### config.mk
export PLATFORM = sky130hd
export DESIGN_NAME = dr_link_tx_flat
export DESIGN_NICKNAME = d
export VERILOG_FILES = /design/src/rtl/dr_link_tx_if.sv /design/src/rtl/dr_link_tx.sv /design/src/flat_wrapper.sv
export SDC_FILE = /design/constraint.sdc
export NUM_CORES = 1
export LEC_CHECK = 0
export ABC_CLOCK_PERIOD_IN_PS = 1600
export CELL_PAD_IN_SITES_DETAIL_PLACEMENT = 0
export CELL_PAD_IN_SITES_GLOBAL_PLACEMENT = 1
export CORE_MARGIN = 5
export CORE_UTILIZATION = 30
export CTS_CLUSTER_DIAMETER = 150
export DETAILED_ROUTE_END_ITERATION = 10
export PLACE_DENSITY_LB_ADDON = 0.1
export SKIP_CTS_REPAIR_TIMING = 1
export SLEW_MARGIN = 20
export SYNTH_ARGS = -nofsm -noshare
export SYNTH_HDL_FRONTEND = slang
export SYNTH_SLANG_ARGS = --single-unit
### constraint.sdc
create_clock -name clk -period 1.6 [get_ports clk]
set_input_delay 0.24 -clock clk [delete_from_list [all_inputs] [get_ports clk]]
set_output_delay 0.24 -clock clk [all_outputs]
set_load 0.05 [all_outputs]
### src/rtl/dr_link_tx_if.sv
// Upstream word port of the dual-rail transmitter.
//   in_valid : producer has a word
//   in_ready : transmitter accepts a word this cycle
//   in_data  : W-bit word
// master = producer side, slave = dr_link_tx side.
interface dr_link_tx_if #(
    parameter int W = 8
);
    logic         in_valid;
    logic         in_ready;
    logic [W-1:0] in_data;

    modport master (output in_valid, output in_data, input in_ready);
    modport slave  (input in_valid, input in_data, output in_ready);
endinterface

### src/rtl/dr_link_tx.sv
// dr_link_tx: clocked valid/ready word -> dual-rail four-phase RTZ link.
//   clk, rst : clock, synchronous active-high reset
//   up       : dr_link_tx_if.slave (in_valid / in_ready / in_data)
//   ack_i    : async acknowledge from receiver (1 = codeword latched,
//              0 = spacer latched)
//   out      : 2*W rails, out[2i+1] = true rail, out[2i] = false rail of bit i
//   busy     : handshake in progress
//   err      : sticky watchdog error
// Optional macro DR_LINK_TX_TIMEOUT_EN builds the handshake watchdog;
// without it err is tied 0.
// SYNC_STAGES is intended for the range 2..4.
module dr_link_tx #(
    parameter int W           = 8,
    parameter int SYNC_STAGES = 2,
    parameter int TIMEOUT     = 1024
) (
    input  logic             clk,
    input  logic             rst,
    dr_link_tx_if.slave      up,
    input  logic             ack_i,
    output logic [2*W-1:0]   out,
    output logic             busy,
    output logic             err
);

    typedef enum logic [1:0] {
        S_IDLE = 2'd0,
        S_DATA = 2'd1,
        S_NULL = 2'd2
    } state_t;

    state_t                 state_q, state_d;
    logic [2*W-1:0]         out_q, out_d;
    logic                   busy_q;
    logic [SYNC_STAGES-1:0] sync_q;
    logic                   ack_s;
    logic [2*W-1:0]         code;

    // Per-bit dual-rail encoding: 1 -> rails 10, 0 -> rails 01.
    for (genvar i = 0; i < W; i++) begin : g_enc
        assign code[2*i+1] = up.in_data[i];
        assign code[2*i]   = ~up.in_data[i];
    end

    assign ack_s       = sync_q[SYNC_STAGES-1];
    // Synchronizer resets to 1, so nothing is accepted until the receiver
    // has been seen holding a spacer.
    assign up.in_ready = !rst && (state_q == S_IDLE) && !ack_s;
    assign out         = out_q;
    assign busy        = busy_q;

    always_comb begin
        state_d = state_q;
        out_d   = out_q;
        case (state_q)
            S_IDLE: begin
                if (up.in_valid && up.in_ready) begin
                    // Whole codeword loads on one edge: no partial words.
                    out_d   = code;
                    state_d = S_DATA;
                end
            end
            S_DATA: begin
                if (ack_s) begin
                    out_d   = '0;
                    state_d = S_NULL;
                end
            end
            S_NULL: begin
                out_d = '0;
                if (!ack_s) state_d = S_IDLE;
            end
            default: begin
                out_d   = '0;
                state_d = S_IDLE;
            end
        endcase
    end

    always_ff @(posedge clk) begin
        if (rst) begin
            state_q <= S_IDLE;
            out_q   <= '0;
            busy_q  <= 1'b0;
            sync_q  <= '1;
        end else begin
            state_q <= state_d;
            out_q   <= out_d;
            busy_q  <= (state_d != S_IDLE);
            sync_q  <= {sync_q[SYNC_STAGES-2:0], ack_i};
        end
    end

`ifdef DR_LINK_TX_TIMEOUT_EN
    localparam int CW = $clog2(TIMEOUT + 1);

    logic [CW-1:0] to_cnt;
    logic          err_q;

    // Counts cycles spent in the current DATA or NULL phase; restarts on
    // each phase entry and saturates. The FSM is never aborted.
    always_ff @(posedge clk) begin
        if (rst) begin
            to_cnt <= '0;
            err_q  <= 1'b0;
        end else if ((state_d != state_q) && (state_d != S_IDLE)) begin
            to_cnt <= '0;
        end else if ((state_q != S_IDLE) && (to_cnt != CW'(TIMEOUT))) begin
            to_cnt <= to_cnt + 1'b1;
            if (to_cnt == CW'(TIMEOUT - 1)) err_q <= 1'b1;
        end
    end

    assign err = err_q;
`else
    assign err = 1'b0;
`endif

endmodule
### src/flat_wrapper.sv
// flat-port wrapper written by rule: the top's interface ports become plain ports
module dr_link_tx_flat 
#(
    parameter int W           = 8,
    parameter int SYNC_STAGES = 2,
    parameter int TIMEOUT     = 1024
)
  (clk, rst, ack_i, out, busy, err, up_in_valid, up_in_data, up_in_ready);
  dr_link_tx_if #(.W(W)) up_i ();
  input  logic clk;
  input  logic rst;
  input  logic ack_i;
  output logic [2*W-1:0] out;
  output logic busy;
  output logic err;
  input wire logic [$bits(up_i.in_valid)-1:0] up_in_valid;
  input wire logic [$bits(up_i.in_data)-1:0] up_in_data;
  output wire logic [$bits(up_i.in_ready)-1:0] up_in_ready;
  assign up_i.in_valid = up_in_valid;
  assign up_i.in_data = up_in_data;
  assign up_in_ready = up_i.in_ready;
  dr_link_tx #(.W(W), .SYNC_STAGES(SYNC_STAGES), .TIMEOUT(TIMEOUT)) u_core (.clk(clk), .rst(rst), .up(up_i), .ack_i(ack_i), .out(out), .busy(busy), .err(err));
endmodule
# Word level (Yosys, flattened, before mapping)

Cells that the tools add are included.

Register bits: 21
Bits of input ports: 12
Output and inout bits: 19
Logic and storage cells: 31

Eq/ne operators: 4
Mux-type cells: 7
Bitwise gates (word level): 8
Reduce and logical (&&, ||, !) cells: 8

Operators with widths:

| cell                 | count |
|---|---|
| $mux W16             | 2 |
| $pmux W16 S2         | 1 |
| $not A1 Y1           | 8 |
| $mux W2              | 3 |
| $pmux W2 S3          | 1 |
| $logic_and A1 B1 Y1  | 3 |
| $eq A2 B1 Y1 const B | 1 |
| $eq A2 B2 Y1 const B | 1 |
| $logic_not A1 Y1     | 2 |
| $logic_not A2 Y1     | 1 |
| $ne A2 B1 Y1 const B | 1 |
| $ne A2 B2 Y1 const B | 1 |
| $reduce_and A2 Y1    | 1 |
| $reduce_bool A2 Y1   | 1 |

# Logic depth before layout (Yosys ltp)

Gate-level depths: netlist (run 1).

Word-level depth: 7
Gate-level depth with buffers: 4
Gate-level depth less buffers: 3

# Least setup slack after synthesis (run 1)

Ideal clock, no wire load.

Path kind: reg2reg
From: register u_core.state_q[0]
To: register u_core.out_q[0], in the netlist u_core.out[0]
Library setup time: 0.074 ns
Data arrival time: 1.960 ns
Data required time: 1.526 ns
Path slack: -0.434 ns
Stages on the path, launching flop included: 4
Path buffers: 0
Clock period less this slack: 2.034 ns
Cell sequence: dfxtp_1 nor4_2 nand2_1 o2bb2ai_1

Cells in the longest elaborated chain, start to end: 6
Elaborated cells between the ends (all ways): 9
Those cells by class: 3 x eq/ne; 1 x mux; 5 x reduce/logical

RTL lines:

| what                              | RTL line           | source |
|---|---|---|
| start: declaration                | dr_link_tx.sv:32   | `state_t state_q, state_d;` |
| start signal: assignment          | dr_link_tx.sv:87   | `state_q <= state_d;` |
| $logic_not A2 Y1                  | dr_link_tx.sv:48   | `assign up.in_ready = !rst && (state_q == S_IDLE) && !ack_s;` |
| $logic_and A1 B1 Y1 (2 in series) | dr_link_tx.sv:48   |  |
| net up_in_ready                   | flat_wrapper.sv:18 | `output wire logic [$bits(up_i.in_ready)-1:0] up_in_ready;` |
| $logic_and A1 B1 Y1               | dr_link_tx.sv:57   | `if (up.in_valid && up.in_ready) begin` |
| $ne A2 B2 Y1 (no line)            | --                 |  |
| $reduce_and A2 Y1 (no line)       | --                 |  |
| end signal: assignment            | dr_link_tx.sv:88   | `out_q <= out_d;` |
| end: declaration                  | dr_link_tx.sv:33   | `logic [2*W-1:0] out_q, out_d;` |

The timed path passes the listed nets, and every way through them passes these cells.
A chain may end at the register's enable or synchronous reset.

# Final worst setup path (run 1)

From: register u_core.sync_q[1]
To: output up_in_ready

Cells in the longest elaborated chain, start to end: 2

RTL lines:

| what                     | RTL line           | source |
|---|---|---|
| start: declaration       | dr_link_tx.sv:35   | `logic [SYNC_STAGES-1:0] sync_q;` |
| start signal: assignment | dr_link_tx.sv:90   | `sync_q <= {sync_q[SYNC_STAGES-2:0], ack_i};` |
| $logic_not A1 Y1         | dr_link_tx.sv:48   |  |
| $logic_and A1 B1 Y1      | dr_link_tx.sv:48   |  |
| end: declaration         | flat_wrapper.sv:18 |  |

No other way between the ends.

==> flow_summary.yaml, run 1 <==
clock_tree:
  path_clk_slew_ns: 0.11
  cts_tree: "done"
  clkSinkCount: 21
  clk_latency_ns: 0.29
  cts_inserted_buffers: 3
  root_buffer: "clkbuf_4"
  clock_path_buffers: 2
  cts-htree-levels: 1
setup_path:
  cp-start-kind: "flip-flop"
  crit_start: "u_core.sync_q[1]$_SDFF_PP1_"
  cp_slowest_cell: "dfxtp_2"
  rr_startpoint: "u_core.state_q[0]$_SDFF_PP0_"
  cp-endpoint: "up_in_ready"
  required_ns: 1.36
  r2r-end: "u_core.out[5]$_SDFFE_PP0P_"
  r2r_setup_slack_ns: 0.31
  path_cells: "nor4_4 > buf_4 > buf_12"
  ff2ff_path_depth: 4
  cpPeakStageDelay_ns: 0.38
  critPathArrivalTime_ns: 1.26
  cp_max_fo: 5
  criticalPathCategory: "flip-flop to output port"
  critical_path.endpoint_type: "output port"
route:
  vias: 527
  drt_iter0_drc: 10
  wl_per_cell_um: 12.4
  viasPerCell: 4.50
  drt_wl_total_um: 1450
  drc: 0
  antenna_left: 0
  firstDrtPassIters: 2
floorplan:
  start_util_pct: 31.6
  num_io_pins: 31
  die_area_mm2: 0.00339
  num_rows: 17
  core_mm2: 0.00221
  die_h_um: 58.2
  die_w_um: 58.2
power_and_ir_drop:
  ir_drop_mv: 0.448
  p_sw_share_pct: 25.0
  seqPwrFrac_pct: 59.1
  pwr-share-comb_pct: 14.8
  p_int_w: 0.000693
  leakagePower_nw: 0.444
  p_per_area_mw_per_mm2: 869
  clkPwrFrac_pct: 26.1
  switching_power_w: 0.000231
  p_total_w: 0.000924
sta:
  maxSlewViolCount: 0
  finalCritPeriodShare_pct: 93.9
  fin_tns_setup_ns: 0
  setup_slack_ns: 0.0972
  clock.fmax_ghz: 0.665
  min_period_ns: 1.50
  final-hold-violation-count: 0
  rsz0062_at_grt: "no"
  setup_viol: 0
  fin_skew_ns: 0.00197
synth:
  syn-num-nets: 65
  ys_seq_area_share_pct: 60.2
  synth_edf_count: 0
  synthTopCellsByArea: "dfxtp_1 (60%), a22o_1 (10%), o2bb2ai_1 (10%), a2111oi_4 (3.9%), buf_4 (2.2%)"
  synth-warning-count: 0
  avgSynthCellArea_um2: 13.2
  synthCells: 53
  synth_area_um2: 698
  ys.flop_type: "dfxtp_1"
  synth_top_area_share_pct: 60.2
  yosysUniqueCellTypes: 17
  async_flop_share_pct: 0
  synthTopCellsByCount: "dfxtp_1 (21), a22o_1 (8), o2bb2ai_1 (8), buf_4 (2), or2_2 (2)"
  ys_ff_latch: 21
  yosysMostFrequentCell: "dfxtp_1"
  synth_top_area_cell: "dfxtp_1"
placed_design:
  pre_cts_slack_ns: -0.0867
  portBuffers: 29
  place_congestion: 0.726
  dp_hpwl_um: 1160
global_routing:
  gr-usage-all-layers_pct: 9.42
  grt_pass1_wl_um: 2420
  grt_pass1_vias: 523
  gr-total-overflow: 0
  grt_max_degree: 17
  grt_use_met2_pct: 14.2
  top_usage_layer: "met2"
  grt_use_met3_pct: 2.90
  grtUsageMet1_pct: 12.0
  antenna_found_initial: 0
run:
  cap_violations: 0
layout:
  finalCoreUtilization_pct: 48.0
  areaGrowthSynthToFinish_pct: 52.2
  nets: 102
  antenna_cells: 0
  drive_above_1_share_pct: 38.2
worst_hold_path:
  min-delay-path-class: "primary input to flip-flop"
  holdPathStages: 2
outcome:
  outcome: "complete, no violations"
-- worst max-delay path, delay by kind of cell, from the launching register on --
kind          cells  cell delay (ns)
flops             1             0.38
buf+inv           2             0.29
simple gates      1             0.29
-- flip-flops by register name, indices dropped and copies added (netlist names) --
register and flops:
u_core.state_q 2, u_core.sync_q 2, u_core.busy 1, u_core.out 16
-- metrics by stage --
step / cells / hold WS, ns / instance area [um^2]
2_1_floorplan: 53 / 0.323 / 707
3_3_place_gp: 113 / 0.398 / 1030
3_5_place_dp: 113 / 0.397 / 1030
4_1_cts: 117 / 0.430 / 1060
5_1_grt: 117 / 0.390 / 1060
6_report: 117 / 0.365 / 1060
-- cells in the final DEF, fill, tap and decap left out, drive strengths merged --
cell type      count
clkbuf             3
clkinv             1
nor4               2
or2                3
dlymetal6s2s       1
nor2               1
conb               1
and2               1
clkdlybuf4s50     10
xnor2              1
nand2              1
nor3b              2
o2bb2ai            8
dfxtp             21
a22o               8
a2111oi            1
buf               24
-- area by class of cell --
| type | instances | area [um^2] |
|---|---|---|
| fill | 221 | 1150 |
| timing repair buffer | 35 | 318 |
| sequential | 21 | 422 |
| multi-input combinational | 29 | 260 |
| tap | 28 | 35.0 |
| clock inverter | 1 | 5.00 |
| clock buffer | 3 | 22.5 |
-- metal layers --
layer	vias to the layer above	routed length [um]
li1	270	-
met1	238	627
met2	19	669
met3	0	157
met4	0	0
met5	-	0
-- power groups by stage --
| stage | Clock [W] | Combinational, W | Sequential (W) |
|---|---|---|---|
| 2_1_floorplan | 0 | 0.0000391 | 0.000590 |
| 3_3_place_gp | 0 | 0.000138 | 0.000557 |
| 3_5_place_dp | 0 | 0.000138 | 0.000557 |
| 4_1_cts | 0.000265 | 0.000139 | 0.000545 |
| 5_1_grt | 0.000278 | 0.000145 | 0.000548 |
| 6_report | 0.000241 | 0.000137 | 0.000545 |
-- worst min-delay path by stage --
stage | startpoint | to | slack [ns]
after global routing | rst | u_core.sync_q[0]$_SDFF_PP1_ | 0.39
final | rst | u_core.sync_q[1]$_SDFF_PP1_ | 0.36
after detailed placement | u_core.sync_q[0]$_SDFF_PP1_ | u_core.sync_q[1]$_SDFF_PP1_ | 0.40
after global placement | u_core.sync_q[0]$_SDFF_PP1_ | u_core.sync_q[1]$_SDFF_PP1_ | 0.40
after CTS | u_core.sync_q[0]$_SDFF_PP1_ | u_core.sync_q[1]$_SDFF_PP1_ | 0.43
after floorplan | rst | u_core.state_q[1]$_SDFF_PP0_ | 0.32
-- cells by family (layout without fill, tap and decap cells) --
family / count (synthesis) / in the layout / share of synthesized area [%]
AO/OA/AOI/OAI: 17 / 17 / 24.0
flip-flops: 21 / 21 / 60.2
XOR/XNOR: 1 / 1 / 1.25
other: 1 / 1 / 0.537
buffers and inverters: 3 / 39 / 3.76
AND/OR/NAND/NOR: 10 / 10 / 10.2
(Power assumes the default switching activity.)
==> run 2, diff against run 1 <==
CTS_CLUSTER_DIAMETER = 40   (was 150)
==> results of run 2 <==
No change in the layout: final DEF, timing and power equal those of run 1.
